==> src/rtl/risp_ctrl_pkg.sv <==
// Shared command/state types for the RISP step controller.
// RISP_STEP_CTRL_TIMESTAMP_EN widens each step record by a 32-bit step timestamp.
package risp_ctrl_pkg;

    typedef enum logic [1:0] {
        CMD_NOP   = 2'd0,
        CMD_SPIKE = 2'd1,
        CMD_RUN   = 2'd2,
        CMD_CLEAR = 2'd3
    } cmd_op_t;

    typedef enum logic [2:0] {
        ST_IDLE,
        ST_STEP,
        ST_CAPTURE,
        ST_DRAIN,
        ST_FLUSH
    } ctrl_state_t;

    localparam int TIMESTAMP_WIDTH = 32;

`ifdef RISP_STEP_CTRL_TIMESTAMP_EN
    localparam int TS_EXTRA = TIMESTAMP_WIDTH;
`else
    localparam int TS_EXTRA = 0;
`endif

endpackage

==> src/rtl/risp_step_counter.sv <==
// Loadable down-counter shared by RUN step counting and CLEAR flushing.
// Saturates at zero; zero/last flags let the FSM leave before any wrap.
module risp_step_counter
    import risp_ctrl_pkg::*;
#(
    parameter int WIDTH = 16
) (
    input  logic             clk,
    input  logic             arstn,
    input  logic             load,
    input  logic [WIDTH-1:0] load_val,
    input  logic             dec,
    output logic [WIDTH-1:0] count,
    output logic             zero,
    output logic             last
);

    always_ff @(posedge clk or negedge arstn) begin
        if (!arstn) begin
            count <= '0;
        end else if (load) begin
            count <= load_val;
        end else if (dec && (count != '0)) begin
            count <= count - WIDTH'(1);
        end
    end

    assign zero = (count == '0);
    assign last = (count == WIDTH'(1));

endmodule

==> src/rtl/risp_step_controller.sv <==
// Host-facing timestep sequencer for a RISP network: spike injection, stepping, flush, result stream.
// Define RISP_STEP_CTRL_TIMESTAMP_EN to prefix each record with a 32-bit RUN step timestamp.
//
// state      | meaning
// IDLE       | accepting host commands, accumulating pending spikes
// STEP       | one net_en strobe carrying the pending spikes
// CAPTURE    | network fire vector registered into out_data
// DRAIN      | out_valid held until host takes the record
// FLUSH      | net_en every cycle with no input to empty in-flight synapse state
module risp_step_controller
    import risp_ctrl_pkg::*;
#(
    parameter int NUM_INP     = 8,
    parameter int NUM_OUT     = 8,
    parameter int RUN_WIDTH   = 16,
    parameter int FLUSH_STEPS = 16
) (
    input  logic                        clk,
    input  logic                        arstn,
    input  logic                        cmd_valid,
    output logic                        cmd_ready,
    input  logic [1:0]                  cmd_op,
    input  logic [RUN_WIDTH-1:0]        cmd_arg,
    output logic                        net_en,
    output logic [NUM_INP-1:0]          net_inp,
    input  logic [NUM_OUT-1:0]          net_fire,
    output logic                        out_valid,
    input  logic                        out_ready,
    output logic [NUM_OUT+TS_EXTRA-1:0] out_data,
    output logic                        busy,
    output logic                        done
);

    if (RUN_WIDTH < $clog2(NUM_INP)) begin : g_bad_run_width
        $error("RUN_WIDTH cannot address every input neuron");
    end
    if (FLUSH_STEPS < 1 || FLUSH_STEPS >= (2 ** RUN_WIDTH)) begin : g_bad_flush
        $error("FLUSH_STEPS must be at least 1 and fit in RUN_WIDTH");
    end

    ctrl_state_t                 state_q, state_d;
    logic [NUM_INP-1:0]          pending_q;
    logic [NUM_INP-1:0]          spike_mask;
    logic [NUM_OUT+TS_EXTRA-1:0] capture_val;
    logic [RUN_WIDTH-1:0]        cnt_val, cnt_count;
    logic                        cnt_load, cnt_dec, cnt_zero, cnt_last;
    logic                        pend_set, pend_clr, capture, run_zero, done_now, done_q;

    risp_step_counter #(.WIDTH(RUN_WIDTH)) u_counter (
        .clk      (clk),
        .arstn    (arstn),
        .load     (cnt_load),
        .load_val (cnt_val),
        .dec      (cnt_dec),
        .count    (cnt_count),
        .zero     (cnt_zero),
        .last     (cnt_last)
    );

    // Out-of-range indices shift the one-hot bit out entirely, so they are ignored.
    assign spike_mask = NUM_INP'(1) << cmd_arg;

    always_comb begin
        state_d   = state_q;
        cmd_ready = 1'b0;
        net_en    = 1'b0;
        out_valid = 1'b0;
        done_now  = 1'b0;
        cnt_load  = 1'b0;
        cnt_val   = cmd_arg;
        cnt_dec   = 1'b0;
        pend_set  = 1'b0;
        pend_clr  = 1'b0;
        capture   = 1'b0;
        run_zero  = 1'b0;
        unique case (state_q)
            ST_IDLE: begin
                cmd_ready = 1'b1;
                if (cmd_valid) begin
                    unique case (cmd_op_t'(cmd_op))
                        CMD_SPIKE: pend_set = 1'b1;
                        CMD_RUN: begin
                            if (cmd_arg == '0) begin
                                run_zero = 1'b1;
                            end else begin
                                cnt_load = 1'b1;
                                state_d  = ST_STEP;
                            end
                        end
                        CMD_CLEAR: begin
                            cnt_load = 1'b1;
                            cnt_val  = RUN_WIDTH'(FLUSH_STEPS);
                            pend_clr = 1'b1;
                            state_d  = ST_FLUSH;
                        end
                        default: ;
                    endcase
                end
            end
            ST_STEP: begin
                net_en   = 1'b1;
                pend_clr = 1'b1;
                cnt_dec  = 1'b1;
                state_d  = ST_CAPTURE;
            end
            ST_CAPTURE: begin
                capture = 1'b1;
                state_d = ST_DRAIN;
            end
            ST_DRAIN: begin
                out_valid = 1'b1;
                if (out_ready) begin
                    if (cnt_zero) begin
                        done_now = 1'b1;
                        state_d  = ST_IDLE;
                    end else begin
                        state_d  = ST_STEP;
                    end
                end
            end
            ST_FLUSH: begin
                net_en  = 1'b1;
                cnt_dec = 1'b1;
                if (cnt_last) begin
                    done_now = 1'b1;
                    state_d  = ST_IDLE;
                end
            end
            default: state_d = ST_IDLE;
        endcase
    end

    always_ff @(posedge clk or negedge arstn) begin
        if (!arstn) begin
            state_q   <= ST_IDLE;
            pending_q <= '0;
            out_data  <= '0;
            done_q    <= 1'b0;
        end else begin
            state_q <= state_d;
            done_q  <= run_zero;
            if (pend_clr) begin
                pending_q <= '0;
            end else if (pend_set) begin
                pending_q <= pending_q | spike_mask;
            end
            if (capture) begin
                out_data <= capture_val;
            end
        end
    end

`ifdef RISP_STEP_CTRL_TIMESTAMP_EN
    logic [TIMESTAMP_WIDTH-1:0] ts_q;

    always_ff @(posedge clk or negedge arstn) begin
        if (!arstn) begin
            ts_q <= '0;
        end else if (state_q == ST_STEP) begin
            ts_q <= ts_q + TIMESTAMP_WIDTH'(1);
        end
    end

    // ts_q has already advanced past the step being captured.
    assign capture_val = {ts_q - TIMESTAMP_WIDTH'(1), net_fire};
`else
    assign capture_val = net_fire;
`endif

    assign net_inp = (state_q == ST_STEP) ? pending_q : '0;
    assign busy    = (state_q != ST_IDLE);
    assign done    = done_q | done_now;

endmodule

==> config.mk <==
export PLATFORM = sky130hd
export DESIGN_NAME = risp_step_controller
export DESIGN_NICKNAME = d
export VERILOG_FILES = /design/src/rtl/risp_ctrl_pkg.sv /design/src/rtl/risp_step_counter.sv /design/src/rtl/risp_step_controller.sv
export SDC_FILE = /design/constraint.sdc
export NUM_CORES = 1
export LEC_CHECK = 0
export ABC_AREA = 1
export BUFFER_PORTS_ARGS = -buffer_cell sky130_fd_sc_hd__buf_2
export CORE_ASPECT_RATIO = 2
export CORE_MARGIN = 2
export CORE_UTILIZATION = 55
export DETAILED_ROUTE_END_ITERATION = 6
export PLACE_DENSITY_LB_ADDON = 0.05
export SLEW_MARGIN = 5
export SYNTH_ARGS = -nofsm -noshare
export SYNTH_HDL_FRONTEND = slang
export SYNTH_SLANG_ARGS = --single-unit
==> constraint.sdc <==
create_clock -name clk -period 1.6 [get_ports clk]
set_input_delay 0.32 -clock clk [delete_from_list [all_inputs] [get_ports clk]]
set_output_delay 0.32 -clock clk [all_outputs]
set_load 0.05 [all_outputs]
Word-level counts from Yosys, hierarchy flattened
Index checks and enable logic that the tools add are counted.
{"block": "classes", "reduce_logical": 10, "n_shift": 1, "n_mux": 37, "bitwise": 2, "n_addsub": 1, "eq_ne": 13}
{"op": "two-way mux 16 bit", "n": 5}
{"op": "zero test 16 bit", "n": 2}
{"op": "two-way mux 8 bit", "n": 3}
{"op": "two-way mux 1 bit", "n": 20}
{"op": "equality test 16 x 1 -> 1 bit, second input constant", "n": 1}
{"op": "nonzero test 16 bit", "n": 1}
{"op": "left shift 1 x 16 -> 8 bit, first input constant", "n": 1}
{"op": "subtractor 16 x 1 -> 16 bit, second input constant", "n": 1}
{"op": "case mux 3 bit (5 select lines)", "n": 1}
{"op": "two-way mux 3 bit", "n": 4}
{"op": "bitwise OR 8 bit", "n": 1}
{"op": "equality test 3 x 2 -> 1 bit, second input constant", "n": 2}
{"op": "inequality test 2 bit, second input constant", "n": 3}
{"op": "case mux 1 bit (2 select lines)", "n": 3}
{"op": "case mux 3 bit (2 select lines)", "n": 1}
{"op": "AND reduction 5 bit", "n": 1}
{"op": "equality test 2 bit, second input constant", "n": 2}
{"op": "nonzero test 2 bit", "n": 2}
{"op": "equality test 3 x 1 -> 1 bit, second input constant", "n": 1}
{"op": "equality test 3 bit, second input constant", "n": 1}
{"op": "zero test 3 bit", "n": 1}
{"op": "inequality test 3 x 1 -> 1 bit, second input constant", "n": 1}
{"op": "inequality test 3 bit, second input constant", "n": 1}
{"op": "nonzero test 3 bit", "n": 1}
{"op": "other kinds (4)", "n": 4}
{"block": "totals", "ff_bits": 36, "out_inout_bits": 21, "inputBits": 30}

Depth between registers and ports, before layout
Gate-level depths: netlist of run 1.
{"block": "depth", "word_depth": 6, "depth_mapped": 11, "ltp_nobuf": 11}

Hierarchy
Synthesis of run 1 repeated with hierarchy kept, for this count alone.
{"block": "unflattened", "hier_cells": 348, "hier_area_um2": 2523.7}
{"module": "risp_step_counter", "seq_area_each_um2": 400.4, "cells_per_inst": 180, "area_per_inst_um2": 1301.2, "instances": 1}
{"module": "risp_step_controller", "seq_area_each_um2": 500.5, "cells_per_inst": 168, "area_per_inst_um2": 1222.4, "instances": 1}

Worst setup path after synthesis of run 1
No wires, ideal clock.
{"block": "synth_path", "path_type": "register to output", "from": "reg u_counter.count[0]", "to": "out done", "stages_incl_launch_ff": 7, "required_ps": 1280, "arrival_time_ps": 1760, "slack_ps": -480, "path_cell_list": "dfrtp_1 > inv_1 > ha_1 > nand2_1 > nor2_4 > nand3_1 > o221ai_1"}
{"block": "synth_via", "elab_chain_cells": 5, "word_cells_on_any_way": 7, "classes_between": "1 x eq/ne; 4 x mux; 1 x bitwise; 1 x reduce/logical"}
{"element": "start: declaration", "line": "risp_step_counter.sv:13", "rtl": "output logic [WIDTH-1:0] count,"}
{"element": "start signal: assignment", "line": "risp_step_counter.sv:22", "rtl": "count <= load_val;"}
{"element": "start signal: assignment", "line": "risp_step_counter.sv:24", "rtl": "count <= count - WIDTH'(1);"}
{"element": "zero test 16 bit", "line": "risp_step_counter.sv:28", "rtl": "assign zero = (count == '0);"}
{"element": "two-way mux 1 bit", "line": "risp_step_controller.sv:113", "rtl": "if (cnt_zero) begin"}
{"element": "two-way mux 1 bit", "line": "risp_step_controller.sv:112", "rtl": "if (out_ready) begin"}
{"element": "case mux 1 bit (2 select lines) (*)", "line": "risp_step_controller.sv:76", "rtl": "unique case (state_q)"}
{"element": "bitwise OR 1 bit (*)", "line": "risp_step_controller.sv:172", "rtl": "assign done = done_q | done_now;"}
{"element": "end: declaration", "line": "risp_step_controller.sv:31", "rtl": "output logic done"}
Mark *: on every way between the ends. The rest lies on a longest branch, timed or not.

Worst setup path in the final report of run 1
{"block": "layout_path", "from": "reg u_counter.count[1]", "to": "out done"}
Same word-level chain as after synthesis.

==> summary.txt, run 1 <==
Status
  – Status: complete, but fails checks
  – Failing checks: negative setup slack

Die
  – Die span in x: 51.6 um
  – Number of top-level pins: 51
  – Placeable Area: 4340 um2
  – Initial Util: 57.4%
  – Die height: 99.2 um
  – Die ar.: 5120 um2
  – Row count: 34

Setup path
  – CP endpoint kind: primary output
  – CP required: 1.28 ns
  – CP arrival: 1.70 ns
  – Worst R2R Path Depth: 11
  – Crit-path max FO: 3
  – CP Class: register to primary output
  – Startpoint types: register

Clock network
  – Worst-path clk slew: 0.09 ns
  – Sinks on Clock Net: 36
  – Post-CTS Hold Buffers: 0
  – Total CTS buffers: 5
  – CTS tree: yes
  – Clock root cell: clkbuf_8
  – Clk buf depth: 2
  – Clock latency on the worst-skew pair: 0.30 ns
  – CTS H-tree depth: 2

Power and ir drop
  – Pwr Density: 1980 nW/um2
  – Maximum vdd drop: 2.19 mV
  – Leakage power: 2.00 nW
  – Total power: 7.80 mW

Synth
  – Ys flop type: dfrtp_1
  – Top post-synthesis cells by area: dfrtp_1 (36%), nand2_1 (23%), nor2_1 (8.1%)
  – Top-area cell type share of the netlist area: 36.1%
  – Mapped cell area: 2490 um2
  – Synthesized Nets: 414
  – Cells after synthesis: 381
  – Most frequent cell after synthesis: nand2_1
  – Leading area contributor after synthesis: dfrtp_1
  – Synth top cells by count: nand2_1 (151), nor2_1 (54), inv_1 (39)
  – Synth warn: 0
  – Synthesized area per cell: 6.54 um2
  – Register area share after synthesis: 36.1%
  – Netlist cell types: 32
  – Number of synthesized flops with an enable pin: 0
  – Seq cells post-synth: 36
  – FFs w/ async S/R, synth: 100%

Drt
  – DRT met1 WL: 3540 um
  – WL/cell: 21.8 um
  – 1st-pass router iterations: 5
  – Routed wl met3: 1040 um
  – Top sig layer: met5
  – Final wirelength: 12100 um
  – DRT iter0 DRCs: 272
  – Met2 wire len: 6190 um
  – Vias: 3408
  – Detail Route Antenna Nets: 0
  – Vias/cell: 6.14
  – Detailed-route DRC error count: 0

Placement
  – Pre-CTS WS: -0.128 ns
  – Routability cong.: 0.903
  – Placed cell area: 3110 um2
  – HPWL after detailed placement: 5470 um
  – Inst Count DP: 520
  – PortBufs: 50

Finish
  – # fillers: 188
  – Antenna diodes: 0
  – Fin util: 91.0%
  – Multi-input combinational cell area: 1750 um2
  – Register area: 901 um2
  – P&R area growth vs syn: 58.4%
  – Non-filler cells, final: 555
  – # nets final: 533
  – Share of cells above drive strength 1: 43.1%
  – Final instance area: 3950 um2

STA
  – Worst-Margin Slew: 0.500 ns
  – RSZ-0062 raised after global routing: true
  – Max Clock Freq: 496 MHz
  – Final slew viol count: 0
  – Final setup vio count: 37
  – Hold violation count in the final report: 0
  – Fin Hold WS: 0.0655 ns
  – Clk_skew: 0.00986 ns
  – Final worst slack: -0.417 ns
  – Setup TNS: -4.45 ns
  – Worst slew margin: 66.7%
  – Min Tclk post-route: 2.02 ns
  – Final Cycle Share: 126%

Global routing
  – GR Overflow Total: 0
  – Vias in the first global route: 3221
  – First-pass GRT wire length: 14200 um
  – Largest net degree at the start of global routing: 37
  – Initial antenna violation count: 1
  – Global-route usage over all layers: 37.3%

Min path
  – Hold Path Class: input pin to async pin

Run
  – Max Cap Viol: 0
-- flip-flops by register name, indices dropped and copies added (netlist names) --
| signal | count |
|---|---|
| state_q | 3 |
| u_counter.count | 16 |
| out_data | 8 |
| done_q | 1 |
| pending_q | 8 |
-- path summary, 6_finish.rpt --
path                       slack (ns)                from                 end
max                             -0.42  u_counter.count[1]                done
min                              0.07               arstn  u_counter.count[1]
max reg2reg                     -0.24          state_q[0]  u_counter.count[2]
min reg2reg                      0.50         out_data[6]         out_data[6]
max in group asynchronous        1.18               arstn         out_data[4]
min in group clk                 0.23         net_fire[2]         out_data[2]
-- where the power goes --
group          internal, mW  total (mW)  switching (mW)
combinational          2.17        5.61            3.44
sequential             1.22        1.47           0.254
clock                 0.352       0.720           0.368
total                  3.74        7.80            4.07
-- worst max-delay path: stages, from the launching register on --
cell	delay (ns)
dfrtp_1	0.42
inv_2	0.11
ha_4	0.15
nand2_4	0.05
nor2_4	0.15
nand2_2	0.10
o221ai_4	0.22
buf_6	0.19
-- cell usage in the layout (no fill, tap or decap), drive strengths merged --
cell type and n:
nand2 156, buf 120, nor2 61, inv 41, dfrtp 36, nand3 34
o21ai 11, clkbuf 8, nor3 7, a21oi 5, nand4 4, nand3b 4
ha 3, xnor2 2, xor2 2, o211ai 2, clkinvlp 1, o221ai 1
nor3b 1, nor4 1, o21bai 1
-- per-layer routing --
layer | up-vias | GRT usage (%)
li1 | 1422 | -
met1 | 1559 | 32.2
met2 | 289 | 65.9
met3 | 136 | 9.76
met4 | 2 | 32.8
met5 | - | 0
-- cells by family after synthesis --
kind of cell	synth area share, %
simple gates	47.8
buf+inv	8.68
xor+xnor	1.41
fa+ha+maj	1.51
compound gates	4.47
flops	36.1
-- what timing repair did --
item / 4_1_cts / 5_1_grt
setup buffers: 15 / 11
resized for setup: 67 / 87
setup endpoints to repair: 15 / 38
cloned: 1 / 0
pin swaps: 9 / 28
-- area by class of cell --
class	instances	share of cell area, %
Clock buffer	8	2.28
Inverter	42	4.34
Multi-Input combinational cell	295	44.4
Sequential cell	36	22.8
Tap cell	54	1.71
Timing Repair Buffer	120	24.4
Note: power is estimated with default switching activity, not from simulation.
==> inputs of run 2 (changes only) <==
--- a/constraint.sdc
+++ b/constraint.sdc
@@ -3,2 +3,2 @@
 set_output_delay 0.32 -clock clk [all_outputs]
-set_load 0.05 [all_outputs]
+set_load 0.1 [all_outputs]
==> summary.txt, run 2 <==
Synth
  – Cells after synthesis: 381 (unchanged)
  – Synthesized area per cell: 6.54 um2 (unchanged)
  – Number of synthesized flops with an enable pin: 0 (unchanged)
  – FFs w/ async S/R, synth: 100% (unchanged)
  – Top post-synthesis cells by area: dfrtp_1 (36%), nand2_1 (23%), nor2_1 (8.1%) (unchanged)
  – Seq cells post-synth: 36 (unchanged)
  – Leading area contributor after synthesis: dfrtp_1 (unchanged)
  – Ys flop type: dfrtp_1 (unchanged)
  – Top-area cell type share of the netlist area: 36.1% (unchanged)
  – Most frequent cell after synthesis: nand2_1 (unchanged)
  – Mapped cell area: 2490 um2 (unchanged)
  – Register area share after synthesis: 36.1% (unchanged)
  – Synthesized Nets: 414 (unchanged)
  – Synth warn: 0 (unchanged)
  – Netlist cell types: 32 (unchanged)
  – Synth top cells by count: nand2_1 (151), nor2_1 (54), inv_1 (39) (unchanged)

Placement
  – PortBufs: 50 (unchanged)
  – Pre-CTS WS: -0.0655 ns (was -0.128 ns)
  – Routability cong.: 0.928 (was 0.903)
  – HPWL after detailed placement: 5950 um (was 5470 um)

Clock network
  – CTS H-tree depth: 2 (unchanged)
  – Clk buf depth: 2 (unchanged)
  – Total CTS buffers: 5 (unchanged)
  – Sinks on Clock Net: 36 (unchanged)
  – Clock root cell: clkbuf_8 (unchanged)

Die
  – Die height: 99.2 um (unchanged)
  – Number of top-level pins: 51 (unchanged)
  – Initial Util: 57.4% (unchanged)
  – Row count: 34 (unchanged)
  – Die span in x: 51.6 um (unchanged)

Global routing
  – GR Overflow Total: 29
  – Global-route usage over all layers: 70.5%
  – Largest net degree at the start of global routing: 35

STA
  – Worst EP post-GRT repair: done
  – Worst_ep kind: top-level output

Status
  – Fail Step: global routing
  – First error: [ERROR GRT-0232] Routing congestion too high. Check the congestion heatmap in the GUI.
  – Status: aborted with a tool error (was complete, but fails checks)
run 2: metal layers:
metal	track usage, %	GRT overflow
met1	66.8	0
met2	91.4	12
met3	47.3	0
met4	78.9	17
met5	3.33	0
run 2: cells by family after synthesis:
group | after synthesis | share of synthesized area, %
adder cells (fa/ha/maj) | 3 | 1.51
flip-flops | 36 | 36.1
XOR/XNOR | 4 | 1.41
AND/OR/NAND/NOR | 268 | 47.8
buffers and inverters | 50 | 8.68
AO/OA/AOI/OAI | 20 | 4.47
run 2: per-stage QoR:
stage                     std cells  hold WS, ns  util (%)  area [um2]
after CTS                       544        0.227      87.0        3770
after detailed placement        515        0.130      78.1        3390
after global placement          515        0.128      78.1        3390
after floorplan                 381       0.0244         -        2650
run 2: repair_timing:
item	CTS
endpoints found under the hold margin	2
gates resized for setup	26
pin swaps	10
hold buffers	1
setup endpoints to repair	16
buffers inserted	20
gates cloned	1
==> inputs of run 3 (changes only) <==
Settings changed: CORE_ASPECT_RATIO 2 to default, CORE_UTILIZATION 55 to 40, PLACE_DENSITY_LB_ADDON 0.05 to 0.15.
==> summary.txt, run 3 (synthesis gave the netlist of run 1 again) <==
Die
  – Placeable Area: 5960 um2
  – Row count: 28 (was 34)
  – Die ar.: 6880 um2
  – Number of top-level pins: 51 (unchanged)
  – Die span in x: 82.9 um (was 51.6 um)
  – Initial Util: 41.8% (was 57.4%)
  – Die height: 82.9 um (was 99.2 um)

STA
  – Final slew viol count: 0
  – Final Cycle Share: 121%
  – RSZ-0062 raised after global routing: true
  – Max Clock Freq: 517 MHz
  – Final setup vio count: 29
  – Setup TNS: -3.56 ns
  – Final worst slack: -0.334 ns
  – Min Tclk post-route: 1.93 ns
  – Worst slew margin: 67.6%
  – Hold violation count in the final report: 0
  – Clk_skew: 0.0122 ns
  – Worst-Margin Slew: 0.486 ns

Setup path
  – Worst path cell trace: nor2_2 -> nand3_2 -> nor2_4 -> nand2_2 -> o221ai_4 -> buf_12
  – Top Family by Delay on Critical Path: simple AND/OR/NAND/NOR gates
  – CP Class: register to primary output
  – Slowest stage delay, CP: 0.39 ns
  – Crit-path max FO: 3
  – CP endpoint kind: primary output
  – CP required: 1.28 ns
  – Startpoint types: register
  – CP max-delay cell: dfrtp_1
  – Buf+Inv Stages, Crit Path: 1
  – R2R setup slack: -0.11 ns
  – CP arrival: 1.61 ns

Placement
  – Placed cell area: 3440 um2 (was 3390 um2)
  – Routability cong.: 0.823 (was 0.928)
  – HPWL after detailed placement: 5450 um (was 5950 um)
  – PortBufs: 50 (unchanged)
  – Pre-CTS WS: -0.0536 ns (was -0.0655 ns)

Global routing
  – Initial antenna violation count: 0
  – Global-route usage over all layers: 22.3%
  – GR Overflow Total: 0
  – Vias in the first global route: 2820
  – First-pass GRT wire length: 12600 um
  – Largest net degree at the start of global routing: 37

Drt
  – 1st-pass router iterations: 4
  – Detailed-route DRC error count: 0
  – Vias/cell: 4.93
  – DRT iter0 DRCs: 163
  – Met2 wire len: 4130 um
  – WL/cell: 14.0 um
  – Routed wl met3: 440 um
  – Detail Route Antenna Nets: 0
  – Vias: 2856
  – Top sig layer: met4
  – DRT met1 WL: 3340 um
  – Final wirelength: 8090 um

Min path
  – Hold Path Class: input pin to async pin

Power and ir drop
  – Maximum vdd drop: 1.64 mV
  – Pwr Density: 2010 nW/um2
  – Total power: 8.04 mW
  – Leakage power: 2.02 nW

Clock network
  – Post-CTS Hold Buffers: 0 (was 1)
  – Sinks on Clock Net: 36 (unchanged)
  – Clock root cell: clkbuf_8 (unchanged)
  – Clock latency on the worst-skew pair: 0.30 ns
  – Worst-path clk slew: 0.08 ns
  – Clk buf depth: 2 (unchanged)
  – Total CTS buffers: 5 (unchanged)
  – CTS tree: yes
  – CTS H-tree depth: 2 (unchanged)

Finish
  – P&R area growth vs syn: 60.7%
  – # fillers: 492
  – Antenna diodes: 0
  – Biggest regs: u_counter.count: 16 flops, out_data: 8 flops, pending_q: 8 flops
  – Commonest non-fill, non-tap cells in the layout: nand2_1 (143), buf_4 (60), buf_2 (37)
  – Commonest non-fill, non-tap cell in the layout: nand2_1
  – Share of cells above drive strength 1: 38.3%
  – # nets final: 536
  – Most flops, register: u_counter.count
  – Fin util: 67.3%
  – Final instance area: 4010 um2
  – Largest register FFs: 16

Status
  – Failing checks: negative setup slack
  – Status: complete, but fails checks (was aborted with a tool error)

Run
  – Max Cap Viol: 0
run 3: cell type report:
type                    count  area (um2)  share of cell area [%]
clock buffers               5        68.8                    1.72
clock inverters             3        46.3                    1.16
inverters                  42         175                    4.37
multi-input cells         296        1650                    41.3
flip-flops and latches     36         903                    22.5
well taps                  75        93.8                    2.34
repair buffers            121        1050                    26.3
repair inverters            1        11.3                   0.281
run 3: power breakdown:
group / leakage, nW / total (mW) / switching, mW / internal [mW]
Combinational: 1.50 / 5.73 / 3.52 / 2.21
Sequential: 0.463 / 1.45 / 0.227 / 1.22
Clock: 0.0548 / 0.860 / 0.390 / 0.470
Total: 2.02 / 8.04 / 4.14 / 3.90
run 3: repair_timing:
item	CTS	global route
resized for setup	30	18
endpoints found under the setup margin	15	37
gates cloned	2	1
pin swaps	10	7
setup buffers	18	11
run 3: per-stage QoR:
stage               instances  hold slack (ns)
finish                    579           0.0565
global route              579            0.104
CTS                       567           0.0666
detailed placement        539            0.397
global placement          539            0.393
floorplan                 381           0.0244
run 3: path summary, 6_finish.rpt:
path                                           from                 end  cells past startpoint
worst max-delay path            u_counter.count[12]                done                      6
worst min-delay path                          arstn  u_counter.count[6]                      2
worst max register to register           state_q[1]  u_counter.count[6]                     11
worst min register to register          out_data[3]         out_data[3]                      2
max in group asynchronous                     arstn          state_q[2]                      2
min in group clk                        net_fire[2]         out_data[2]                      3
run 3: worst reg2reg max path: stages (launching register included):
cell	delay, ns
dfrtp_1	0.44
inv_2	0.11
buf_4	0.14
nand2_8	0.06
buf_4	0.14
nor2_4	0.13
nand2_4	0.12
buf_12	0.18
inv_1	0.08
nand2_1	0.08
nand2_1	0.07
nand2_1	0.04
run 3: layer usage:
layer / up-vias / global-route usage [%]
met5: - / 0
met4: 0 / 7.90
met3: 18 / 3.58
met2: 84 / 40.4
met1: 1318 / 26.4
li1: 1436 / -
